File: src/rtl/pc_seq_pkg.sv
// Shared types and constants for the PC sequencer.
package pc_seq_pkg;

  typedef enum logic [1:0] {
    RUN     = 2'd0,
    FLUSH   = 2'd1,
    HALTED  = 2'd2,
    TRAPPED = 2'd3
  } pc_seq_state_e;

  localparam logic [31:0] DEFAULT_RESET_VECTOR = 32'h0000_0000;
  localparam logic [31:0] DEFAULT_TRAP_VECTOR  = 32'h0000_0100;

  // Number of always-zero low PC bits for a given instruction size.
  function automatic int unsigned align_bits(input int unsigned inst_bytes);
    return $clog2(inst_bytes);
  endfunction

endpackage

File: src/rtl/pc_seq_if.sv
// Fetch handshake plus execute redirect channel of the PC sequencer.
interface pc_seq_if #(
  parameter int unsigned XLEN       = 32,
  parameter int unsigned EPOCH_BITS = 2
);
  logic [XLEN-1:0]       pc;
  logic                  pc_valid;
  logic                  pc_ready;
  logic [EPOCH_BITS-1:0] epoch;
  logic                  flush;
  logic                  redirect_valid;
  logic [XLEN-1:0]       redirect_target;

  modport master (
    output pc, pc_valid, epoch, flush,
    input  pc_ready, redirect_valid, redirect_target
  );

  modport slave (
    input  pc, pc_valid, epoch, flush,
    output pc_ready, redirect_valid, redirect_target
  );
endinterface

File: src/rtl/pc_seq_target_check.sv
// Redirect target alignment check and low-bit masking.
// PC_SEQ_MISALIGN_TRAP_EN: report misaligned targets instead of silently aligning them.
module pc_seq_target_check
  import pc_seq_pkg::*;
#(
  parameter int unsigned XLEN       = 32,
  parameter int unsigned INST_BYTES = 4
) (
  input  logic [XLEN-1:0] target,
  output logic            aligned,
  output logic [XLEN-1:0] masked_target
);

  localparam int unsigned     ALIGN_BITS = align_bits(INST_BYTES);
  localparam logic [XLEN-1:0] LOW_MASK   = ~({XLEN{1'b1}} << ALIGN_BITS);

  assign masked_target = target & ~LOW_MASK;

`ifdef PC_SEQ_MISALIGN_TRAP_EN
  assign aligned = ((target & LOW_MASK) == '0);
`else
  assign aligned = 1'b1;
`endif

endmodule

File: src/rtl/pc_sequencer.sv
// Program-counter sequencer: fetch address issue, redirect/flush/epoch, halt and trap.
// Misaligned-target trapping is enabled by PC_SEQ_MISALIGN_TRAP_EN (see pc_seq_target_check).
module pc_sequencer
  import pc_seq_pkg::*;
#(
  parameter int unsigned     XLEN         = 32,
  parameter int unsigned     INST_BYTES   = 4,
  parameter logic [XLEN-1:0] RESET_VECTOR = XLEN'(DEFAULT_RESET_VECTOR),
  parameter logic [XLEN-1:0] TRAP_VECTOR  = XLEN'(DEFAULT_TRAP_VECTOR),
  parameter int unsigned     EPOCH_BITS   = 2
) (
  input  logic            clock,
  input  logic            reset,
  pc_seq_if.master        bus,
  input  logic            halt_req,
  input  logic            resume,
  output logic            halted,
  output logic            trap,
  output logic [XLEN-1:0] trap_pc,
  input  logic            trap_clear
);

  pc_seq_state_e         state_q, state_d;
  logic [XLEN-1:0]       pc_q, pc_d;
  logic [EPOCH_BITS-1:0] epoch_q, epoch_d;
  logic [XLEN-1:0]       trap_pc_q, trap_pc_d;
  logic                  flush_q, flush_d;
  logic                  pc_valid_q, halted_q, trap_q;
  logic                  aligned;
  logic [XLEN-1:0]       masked_target;

  pc_seq_target_check #(
    .XLEN       (XLEN),
    .INST_BYTES (INST_BYTES)
  ) u_target_check (
    .target        (bus.redirect_target),
    .aligned       (aligned),
    .masked_target (masked_target)
  );

  // NOTE: every variable gets a default before the case so no path leaves it unassigned (no latches).
  always_comb begin
    state_d   = state_q;
    pc_d      = pc_q;
    epoch_d   = epoch_q;
    trap_pc_d = trap_pc_q;
    flush_d   = 1'b0;
    unique case (state_q)
      RUN: begin
        // Redirects win over a same-cycle handshake: the accepted pc is already stale.
        if (bus.redirect_valid && !aligned) begin
          state_d   = TRAPPED;
          trap_pc_d = bus.redirect_target;
          epoch_d   = epoch_q + EPOCH_BITS'(1);
          flush_d   = 1'b1;
        end else if (bus.redirect_valid) begin
          state_d = FLUSH;
          pc_d    = masked_target;
          epoch_d = epoch_q + EPOCH_BITS'(1);
          flush_d = 1'b1;
        end else if (halt_req) begin
          state_d = HALTED;
        end else if (bus.pc_ready) begin
          pc_d = pc_q + XLEN'(INST_BYTES);
        end
      end
      FLUSH: begin
        state_d = halt_req ? HALTED : RUN;
      end
      HALTED: begin
        if (bus.redirect_valid) begin
          pc_d    = masked_target;
          epoch_d = epoch_q + EPOCH_BITS'(1);
          flush_d = 1'b1;
        end
        if (resume && !halt_req) begin
          state_d = RUN;
        end
      end
      TRAPPED: begin
        if (trap_clear) begin
          state_d   = RUN;
          pc_d      = TRAP_VECTOR;
          epoch_d   = epoch_q + EPOCH_BITS'(1);
          trap_pc_d = '0;
          flush_d   = 1'b1;
        end
      end
      default: state_d = FLUSH;
    endcase
  end

  // NOTE: state uses non-blocking assignments so every register samples pre-edge values.
  // NOTE: reset is synchronous; it only takes effect on a clock edge.
  always_ff @(posedge clock) begin
    if (reset) begin
      state_q    <= FLUSH;
      pc_q       <= RESET_VECTOR;
      epoch_q    <= '0;
      trap_pc_q  <= '0;
      flush_q    <= 1'b0;
      pc_valid_q <= 1'b0;
      halted_q   <= 1'b0;
      trap_q     <= 1'b0;
    end else begin
      state_q    <= state_d;
      pc_q       <= pc_d;
      epoch_q    <= epoch_d;
      trap_pc_q  <= trap_pc_d;
      flush_q    <= flush_d;
      pc_valid_q <= (state_d == RUN);
      halted_q   <= (state_d == HALTED);
      trap_q     <= (state_d == TRAPPED);
    end
  end

  assign bus.pc       = pc_q;
  assign bus.pc_valid = pc_valid_q;
  assign bus.epoch    = epoch_q;
  assign bus.flush    = flush_q;
  assign halted       = halted_q;
  assign trap         = trap_q;
  assign trap_pc      = trap_pc_q;

endmodule

File: src/flat_wrapper.sv
// flat-port wrapper written by rule: the top's interface ports become plain ports
module pc_sequencer_flat import pc_seq_pkg::*;
#(
  parameter int unsigned     XLEN         = 32,
  parameter int unsigned     INST_BYTES   = 4,
  parameter logic [XLEN-1:0] RESET_VECTOR = XLEN'(DEFAULT_RESET_VECTOR),
  parameter logic [XLEN-1:0] TRAP_VECTOR  = XLEN'(DEFAULT_TRAP_VECTOR),
  parameter int unsigned     EPOCH_BITS   = 2
)
  (clock, reset, halt_req, resume, halted, trap, trap_pc, trap_clear, bus_pc, bus_pc_valid, bus_epoch, bus_flush, bus_pc_ready, bus_redirect_valid, bus_redirect_target);
  pc_seq_if #(.XLEN(XLEN), .EPOCH_BITS(EPOCH_BITS)) bus_i ();
  input  logic clock;
  input  logic reset;
  input  logic halt_req;
  input  logic resume;
  output logic halted;
  output logic trap;
  output logic [XLEN-1:0] trap_pc;
  input  logic trap_clear;
  output wire logic [$bits(bus_i.pc)-1:0] bus_pc;
  output wire logic [$bits(bus_i.pc_valid)-1:0] bus_pc_valid;
  output wire logic [$bits(bus_i.epoch)-1:0] bus_epoch;
  output wire logic [$bits(bus_i.flush)-1:0] bus_flush;
  input wire logic [$bits(bus_i.pc_ready)-1:0] bus_pc_ready;
  input wire logic [$bits(bus_i.redirect_valid)-1:0] bus_redirect_valid;
  input wire logic [$bits(bus_i.redirect_target)-1:0] bus_redirect_target;
  assign bus_pc = bus_i.pc;
  assign bus_pc_valid = bus_i.pc_valid;
  assign bus_epoch = bus_i.epoch;
  assign bus_flush = bus_i.flush;
  assign bus_i.pc_ready = bus_pc_ready;
  assign bus_i.redirect_valid = bus_redirect_valid;
  assign bus_i.redirect_target = bus_redirect_target;
  pc_sequencer #(.XLEN(XLEN), .INST_BYTES(INST_BYTES), .RESET_VECTOR(RESET_VECTOR), .TRAP_VECTOR(TRAP_VECTOR), .EPOCH_BITS(EPOCH_BITS)) u_core (.clock(clock), .reset(reset), .bus(bus_i), .halt_req(halt_req), .resume(resume), .halted(halted), .trap(trap), .trap_pc(trap_pc), .trap_clear(trap_clear));
endmodule
File: config.mk
export PLATFORM = sky130hd
export DESIGN_NAME = pc_sequencer_flat
export DESIGN_NICKNAME = d
export VERILOG_FILES = /design/src/rtl/pc_seq_pkg.sv /design/src/rtl/pc_seq_if.sv /design/src/rtl/pc_seq_target_check.sv /design/src/rtl/pc_sequencer.sv /design/src/flat_wrapper.sv
export SDC_FILE = /design/constraint.sdc
export NUM_CORES = 1
export LEC_CHECK = 0
export ABC_AREA = 0
export CAP_MARGIN = 20
export CORE_MARGIN = 3
export CORE_UTILIZATION = 40
export CTS_CLUSTER_DIAMETER = 50
export DETAILED_ROUTE_END_ITERATION = 8
export HOLD_SLACK_MARGIN = 0.03
export PLACE_DENSITY_LB_ADDON = 0.25
export RECOVER_POWER = 50
export SLEW_MARGIN = 20
export SYNTH_ARGS = -nofsm -noshare
export SYNTH_HDL_FRONTEND = slang
export SYNTH_SLANG_ARGS = --single-unit
File: constraint.sdc
create_clock -name clock -period 3.2 [get_ports clock]
set_clock_uncertainty 0.2 [all_clocks]
set_input_delay 0.8 -clock clock [delete_from_list [all_inputs] [get_ports clock]]
set_output_delay 0.8 -clock clock [all_outputs]
set_load 0.02 [all_outputs]
# Word-level counts from Yosys, hierarchy flattened
# Index checks and enable logic that the tools add are counted.
[word_totals] reg_bits=40 latch_bits=0 ram_bits=0 mem_bits_ro=0 input_bits=39 n_memories=0
[op_classes] add_sub_neg=2 multipliers=0 n_div=0 order_cmp=0 eq_ne=10 shift=0 n_mux=18 n_bitwise=0 reduce_logical=9
[op_table] op="$mux W32" count=5
[op_table] op="$pmux W32 S3" count=1
[op_table] op="$add A32 B3 Y32 const B" count=1
[op_table] op="$mux W2" count=7
[op_table] op="$eq A2 B2 Y1 const B" count=4
[op_table] op="$pmux W2 S4" count=1
[op_table] op="$ne A3 B3 Y1 const B" count=2
[op_table] op="$reduce_and A5 Y1" count=1
[op_table] op="$logic_not A2 Y1" count=2
[op_table] op="$ne A2 B2 Y1 const B" count=2
[op_table] op="$pmux W2 S2" count=1
[op_table] op="$reduce_and A3 Y1" count=1
[op_table] op="$reduce_bool A3 Y1" count=1
[op_table] op="$add A2 B1 Y2 const B" count=1
[op_table] op="$eq A2 B1 Y1 const B" count=1
[op_table] op="$mux W1" count=2
[op_table] op="$ne A2 B1 Y1 const B" count=1
[op_table] op="$pmux W1 S2" count=1
[op_table] op="$reduce_bool A2 Y1" count=1
[op_table] op="$reduce_or A2 Y1" count=1
[op_table] op="$logic_and A1 B1 Y1" count=1
[op_table] op="$logic_not A1 Y1" count=1

# Depth between registers and ports, before layout
# Gate-level depths: netlist of the first run.
[logic_depth] ltp_word=5 depth_mapped=8

# Modules after synthesis
# Synthesis of the first run repeated with hierarchy kept, for this count alone.
[unflattened] hier_cells=462 hier_area_um2=3788.6
[by_module_without_submodules] mod="pc_sequencer" n_inst=1 cells_per_inst=427 area_each_um2=3533.4 seq_area_each_um2=1441.4
[by_module_without_submodules] mod="pc_seq_target_check" n_inst=1 cells_per_inst=35 area_each_um2=255.2 seq_area_each_um2=0.0

# Least setup slack after synthesis of the first run
# No wires, ideal clock.
[synth_path] path_kind="flip-flop to flip-flop" from="reg u_core.pc_q[10], in the netlist u_core.bus.pc[10]" to="reg u_core.pc_q[23], in the netlist u_core.bus.pc[23]" setup_ns=0.127 t_arrival_ns=2.214 required_time_ns=2.873 setup_slack_ns=0.659 stages_incl_launch_ff=6 n_path_buf=0 period_less_slack_ns=2.541 cell_sequence="dfxtp_1 > nand3_4 > or4_4 > or4_1 > and3_1 > or3_1"
[synth_via] elab_chain_len=5
[synth_rtl] element="from (decl)" line_no="pc_sequencer.sv:24" text="logic [XLEN-1:0] pc_q, pc_d;"
[synth_rtl] element="from (signal assigned)" line_no="pc_sequencer.sv:107" text="pc_q <= pc_d;"
[synth_rtl] element="$add A32 B3 Y32" line_no="pc_sequencer.sv:64" text="pc_d = pc_q + XLEN'(INST_BYTES);"
[synth_rtl] element="$mux W32" line_no="pc_sequencer.sv:63" text="end else if (bus.pc_ready) begin"
[synth_rtl] element="$mux W32" line_no="pc_sequencer.sv:61" text="end else if (halt_req) begin"
[synth_rtl] element="$mux W32" line_no="pc_sequencer.sv:56" text="end else if (bus.redirect_valid) begin"
[synth_rtl] element="$pmux W32 S3" line_no="pc_sequencer.sv:48" text="unique case (state_q)"
# Every way passes these cells. The select of a mux whose other input is x is not followed.
# A chain may end at the register's enable or synchronous reset.

# Worst setup path after layout of the first run
[layout_path] from="in bus_redirect_valid" to="reg u_core.pc_q[21], in the netlist u_core.bus.pc[21]"
[layout_via] elab_chain_len=2 elab_cells_between_ends=6 cone_classes="eq/ne: 3; mux: 2; reduce/logical: 1"
[layout_rtl] element="from (decl)" line_no="flat_wrapper.sv:25" text="input wire logic [$bits(bus_i.redirect_valid)-1:0] bus_redirect_valid;"
[layout_rtl] element="$ne A3 B3 Y1 (no source line), or another cell as far along"
[layout_rtl] element="$reduce_and A5 Y1 (no source line) / $pmux W32 S3 (equally long branches)"
# Several ways; a longest one is shown, not always the timed one.

==> results of run 1 <==
-- final timing paths --
path | from | to | slack (ns) | cells after the start
hold reg to reg | u_core.bus.pc[31] | u_core.bus.pc[31] | 0.29 | 1
hold / removal | u_core.bus.pc[31] | u_core.bus.pc[31] | 0.29 | 1
setup / recovery | bus_redirect_valid | u_core.bus.pc[21] | 0.30 | 7
setup reg to reg | u_core.bus.pc[7] | u_core.bus.pc[23] | 0.50 | 5
-- registers in the layout, summed over array words and instances, names as in the netlist --
signal               count
u_core.bus.pc           30
u_core.bus.epoch         2
u_core.state_q           2
u_core.bus.flush         1
u_core.bus.pc_valid      1
u_core.halted            1
u_core.trap              1
-- cells by family after synthesis --
logic type      synth area share
fa+ha+maj               0.004734
buf+inv                   0.1449
flops                     0.2879
other cells             0.001419
xor+xnor                 0.01989
mux                     0.007576
compound gates            0.2434
simple gates              0.2903
-- metrics by stage --
stage | utilization | hold slack, ns | total power (W) | instances | setup slack [ns]
floorplan | - | 0.3560 | 0.0008675 | 386 | 0.6587
global placement | 0.5436 | 0.2853 | 0.001032 | 492 | 0.1871
detailed placement | 0.5436 | 0.2854 | 0.001038 | 492 | 0.1196
CTS | 0.5668 | 0.3028 | 0.001552 | 500 | 0.4078
global route | 0.5664 | 0.3313 | 0.001602 | 500 | 0.2305
finish | 0.5664 | 0.2946 | 0.001536 | 500 | 0.3045
-- synth_stat cells (7+ instances only) --
library cell and n:
nor3_1 12, nor4_1 12, dfxtp_1 38, clkbuf_1 20
inv_1 11, a21oi_1 22, buf_4 34, nand4_1 11
nand2_1 32, nand3_1 14, o22ai_1 7, nor2_1 25
and3_1 9, o21ai_0 23
-- worst max-delay path, stage by stage --
cell,delay (ns)
dlygate4sd3_1,0.65
nor2_1,0.10
a21oi_1,0.65
buf_4,0.33
and3_1,0.18
a21oi_1,0.04
o22ai_1,0.17
-- cell type report --
class,count,area share
sequential,38,0.2178
clock inverter,2,0.01720
clock buffer,6,0.02365
multi-input combinational,282,0.4669
timing repair buffer,86,0.2358
tap,75,0.02687
inverter,11,0.01182
-- report_power, final --
part           switching, W  internal (W)  total (W)
clock network      0.000184      0.000333   0.000517
registers         0.0000695      0.000517   0.000586
logic              0.000243      0.000190   0.000433
total              0.000497       0.00104    0.00154
-- per-layer routing --
| layer | track usage | up-vias |
|---|---|---|
| met5 | 0 | - |
| met4 | 0.05718 | 0 |
| met3 | 0.05393 | 8 |
| met2 | 0.3562 | 133 |
| met1 | 0.2896 | 1364 |
| li1 | - | 1388 |
==> impl_metrics.toml, run 1 <==
[status]
status = "complete, no violations"

[route]
wl_um = 8289
met2_length_um = 4005
vias = 2893
postRouteAntennaNets = 0
route.met3.wl_um = 679
firstDrtPassIters = 5
wl_per_cell_um = 16.58
m1WireLength_um = 3545
drtIter0Drc = 303
drc = 0
highest_layer = "met4"
vias_per_cell = 5.786

[final_layout]
syn_to_final_growth_pct = 32.15
fill_cells = 591
final_common_cell = "clkdlybuf4s50_1"
multi_input_area_mm2 = 0.001630
seqCellArea_um2 = 760.7
nets = 464
num_antenna_cells = 0
final_cell_mix = "clkdlybuf4s50_1 (43), dfxtp_1 (38), conb_1 (34)"
postLayoutCellArea_mm2 = 0.003492
drive_gt1_frac = 0.06588

[global_route]
track_usage = 0.2194
antenna_found_initial = 0
overflow = 0
grt_max_degree = 21
grt_pass1_vias = 2772
grt_pass1_wl_um = 13540

[synthesis]
yosysSeqAreaShare = 0.2879
async_reset_ff_frac = 0
synthFlopType = "dfxtp_1"
syn_inst = 353
yosysUniqueCellTypes = 53
synth_edf_count = 0
yosys-top-cells-area = "dfxtp_1 (29%), buf_4 (9.7%), nand2_1 (4.5%)"
yosys.area.top_type = "dfxtp_1"
yosys_warnings = 0
synth_top_area_share = 0.2879
synth_seq_cells = 38
synth_area_per_cell_um2 = 7.486
syn_area_mm2 = 0.002643

[die]
core_mm2 = 0.006166
dieArea_mm2 = 0.007618
rows = 28
start_util = 0.4286
fp.dieH_um = 87.28
dieWidth_um = 87.28
pin_count = 109

[sta]
period_share = 0.9049
rsz0062_at_grt = "no"
worstMarginPinSlew_ns = 0.8879
relSlewSlack = 0.4026
setup_tns_ns = 0
max_freq_mhz = 345.4
slew_viol_final = 0
setup_violations = 0
timing_hold_violations_final = 0
period_minus_slack_ns = 2.896

[placement]
placed_area_mm2 = 0.003352
io_buffers = 72
dp_hpwl_um = 6021
place.gp.congestion = 0.8811

[clock_tree]
htree_levels = 2
clock_latency_ns = 0.29
ctsResizeCount = 0
clock-root-buffer = "clkbuf_8"
cts_max_path_buffers = 2
clock_sinks = 38
clkTransAtPathRegs_ns = 0.08
cts_tree = "built"
ctsHoldBuffers = 0
numCtsBuffers = 5
post-cts-setup-buffers = 0

[setup_path]
worst_ep_required_time_ns = 3.22
start_kind = "primary input"
crit_arrival_ns = 2.92
path_class = "in2reg"
worstPathMaxFanout = 12
cp-end-kind = "register"

[flow_run]
cap_violations = 0

[hold_path]
hold_class = "reg2reg"

[power_and_ir_drop]
p_leak_nw = 1.368
power_density_mw_per_mm2 = 439.8
ir_drop_mv = 0.2332
No activity file was read; power rests on OpenSTA's default activity.
==> run 2: changes to the inputs <==
Clock period 3.2 ns to 3.3 ns, I/O delays scaled along.
==> run 2 against run 1 <==
Compared with the run above:
- via count up 0.31%
- sequential power is 3% lower
- sequential share of layout area rose by 0.43 points
- non-clock buffer count decreased by 3
- combinational power shrank 4%
- sequential cell count unchanged
- setup slack better by 0.13 ns
- utilization is 1.1 points lower
- global-route usage is 0.37 points lower
- design area down 1.9%
- critical path type unchanged
- critical endpoint is now u_core.bus.pc[7]
- largest cell class unchanged
- highest routed layer unchanged
==> impl_metrics.toml, run 2 (same netlist as run 1, synthesis figures left out) <==
[final_layout]
postLayoutCoreUtil = 0.5554
nets = 461
final_cell_mix = "clkdlybuf4s50_1 (42), dfxtp_1 (38), conb_1 (34)"
syn_to_final_growth_pct = 29.59
largest_reg_flops = 30
fill_cells = 588
drive_gt1_frac = 0.05924
final_common_cell = "clkdlybuf4s50_1"
num_antenna_cells = 0

[sta]
rsz0062_at_grt = "no"
max_freq_mhz = 349.0
period_share = 0.8683
worstMarginPinSlew_ns = 0.9377
relSlewSlack = 0.3691
setup_violations = 0
slew_viol_final = 0
period_minus_slack_ns = 2.866
timing_hold_violations_final = 0
setup_tns_ns = 0

[flow_run]
cap_violations = 0

[setup_path]
path_class = "in2reg"
worst_ep_required_time_ns = 3.30
worstPathMaxFanout = 13
reg2reg_to = "u_core.bus.pc[23]"
reg2reg_slack_ns = 0.63
cp-end-kind = "register"
crit_arrival_ns = 2.87
ff2ff_path_depth = 5
r2r-start = "u_core.bus.pc[7]"
start_kind = "primary input"

[die]
pin_count = 109
core_mm2 = 0.006166
start_util = 0.4286
dieWidth_um = 87.28
rows = 28
dieArea_mm2 = 0.007618
fp.dieH_um = 87.28

[placement]
place.gp.congestion = 0.8931
dp_hpwl_um = 5852
io_buffers = 72

[clock_tree]
clock_latency_ns = 0.29
cts_tree = "built"
numCtsBuffers = 5
clock-root-buffer = "clkbuf_8"
htree_levels = 2
ctsResizeCount = 0
clock_sinks = 38
cts_max_path_buffers = 2
post-cts-setup-buffers = 0
ctsHoldBuffers = 0
clkTransAtPathRegs_ns = 0.08

[route]
wl_um = 8202
postRouteAntennaNets = 0
drtIter0Drc = 262
vias = 2902
drc = 0
wl_per_cell_um = 16.50
vias_per_cell = 5.839
firstDrtPassIters = 5

[power_and_ir_drop]
p_leak_nw = 1.333
ir_drop_mv = 0.1966
power_density_mw_per_mm2 = 387.9

[hold_path]
min_from = "u_core.bus.pc[31]"
hold_class = "reg2reg"
holdPathEnd = "u_core.bus.pc[31]"
holdPathStages = 1

[global_route]
antenna_found_initial = 0
grt_pass1_vias = 2561
grt_pass1_wl_um = 13140
grt_max_degree = 30
track_usage = 0.2157
overflow = 0

[status]
status = "complete, no violations"
## run 2: cell types whose count changed in the layout (fill, tap and decap cells not counted)
cell	delta
buf_4	-2
bufinv_16	-2
clkbuf_2	-1
clkdlybuf4s50_1	-1
clkinv_2	+1
clkinvlp_4	+1
dlygate4sd3_1	+1
## run 2: critical path: stages
cell             delay [ns]
clkdlybuf4s50_1        0.43
nand2b_1               0.18
o311ai_2               0.76
buf_4                  0.34
nor2_1                 0.06
a311oi_1               0.26
## run 2: how the worst max path moves through the flow
| stage | startpoint | endpoint | slack, ns | cells past startpoint |
|---|---|---|---|---|
| 6_report | halt_req | u_core.bus.pc[7] | 0.43 | 6 |
| 3_3_place_gp | halt_req | u_core.bus.pc[30] | 0.19 | 6 |
| 4_1_cts | halt_req | u_core.bus.pc[7] | 0.47 | 6 |
| 5_1_grt | halt_req | u_core.bus.pc[28] | 0.27 | 7 |
| 3_5_place_dp | halt_req | u_core.bus.pc[10] | 0.15 | 7 |
| 2_1_floorplan | bus_redirect_valid | u_core.bus.pc[8] | 0.74 | 7 |
## run 2: per-stage QoR
step | area [um^2] | hold slack, ns | worst slack [ns] | power [W] | instances
final | 3425 | 0.2903 | 0.4345 | 0.001328 | 497
after global routing | 3425 | 0.3142 | 0.2745 | 0.001400 | 497
after CTS | 3425 | 0.3009 | 0.4668 | 0.001346 | 497
after detailed placement | 3329 | 0.2892 | 0.1530 | 0.001002 | 489
after global placement | 3329 | 0.2861 | 0.1907 | 0.0009946 | 489
after floorplan | 2766 | 0.3560 | 0.7430 | 0.0008412 | 386
## run 2: cell type report
class,count,area (um^2),share of cell area
tap,75,93.84,0.02740
timing repair buffer,83,803.3,0.2346
multi-input combinational,282,1630,0.4761
clock inverter,2,12.51,0.003654
inverter,11,41.29,0.01206
sequential,38,760.7,0.2221
clock buffer,6,82.58,0.02411
## run 2: per-layer routing
| layer | part of all wire | routed length (um) | up-vias | global-route usage |
|---|---|---|---|---|
| met4 | 0.020 | 163 | 0 | 0.06137 |
| met2 | 0.47 | 3889 | 153 | 0.3295 |
| li1 | - | - | 1380 | - |
| met3 | 0.076 | 622 | 15 | 0.04257 |
| met1 | 0.43 | 3527 | 1354 | 0.3065 |
| met5 | 0 | 0 | - | 0 |
## run 2: where the power goes
| group | leakage, nW | switching (W) | internal (W) | total (W) |
|---|---|---|---|---|
| sequential | 0.312 | 0.0000683 | 0.000501 | 0.000569 |
| clock | 0.0472 | 0.000177 | 0.000168 | 0.000345 |
| combinational | 0.974 | 0.000234 | 0.000180 | 0.000414 |
| total | 1.33 | 0.000479 | 0.000849 | 0.00133 |
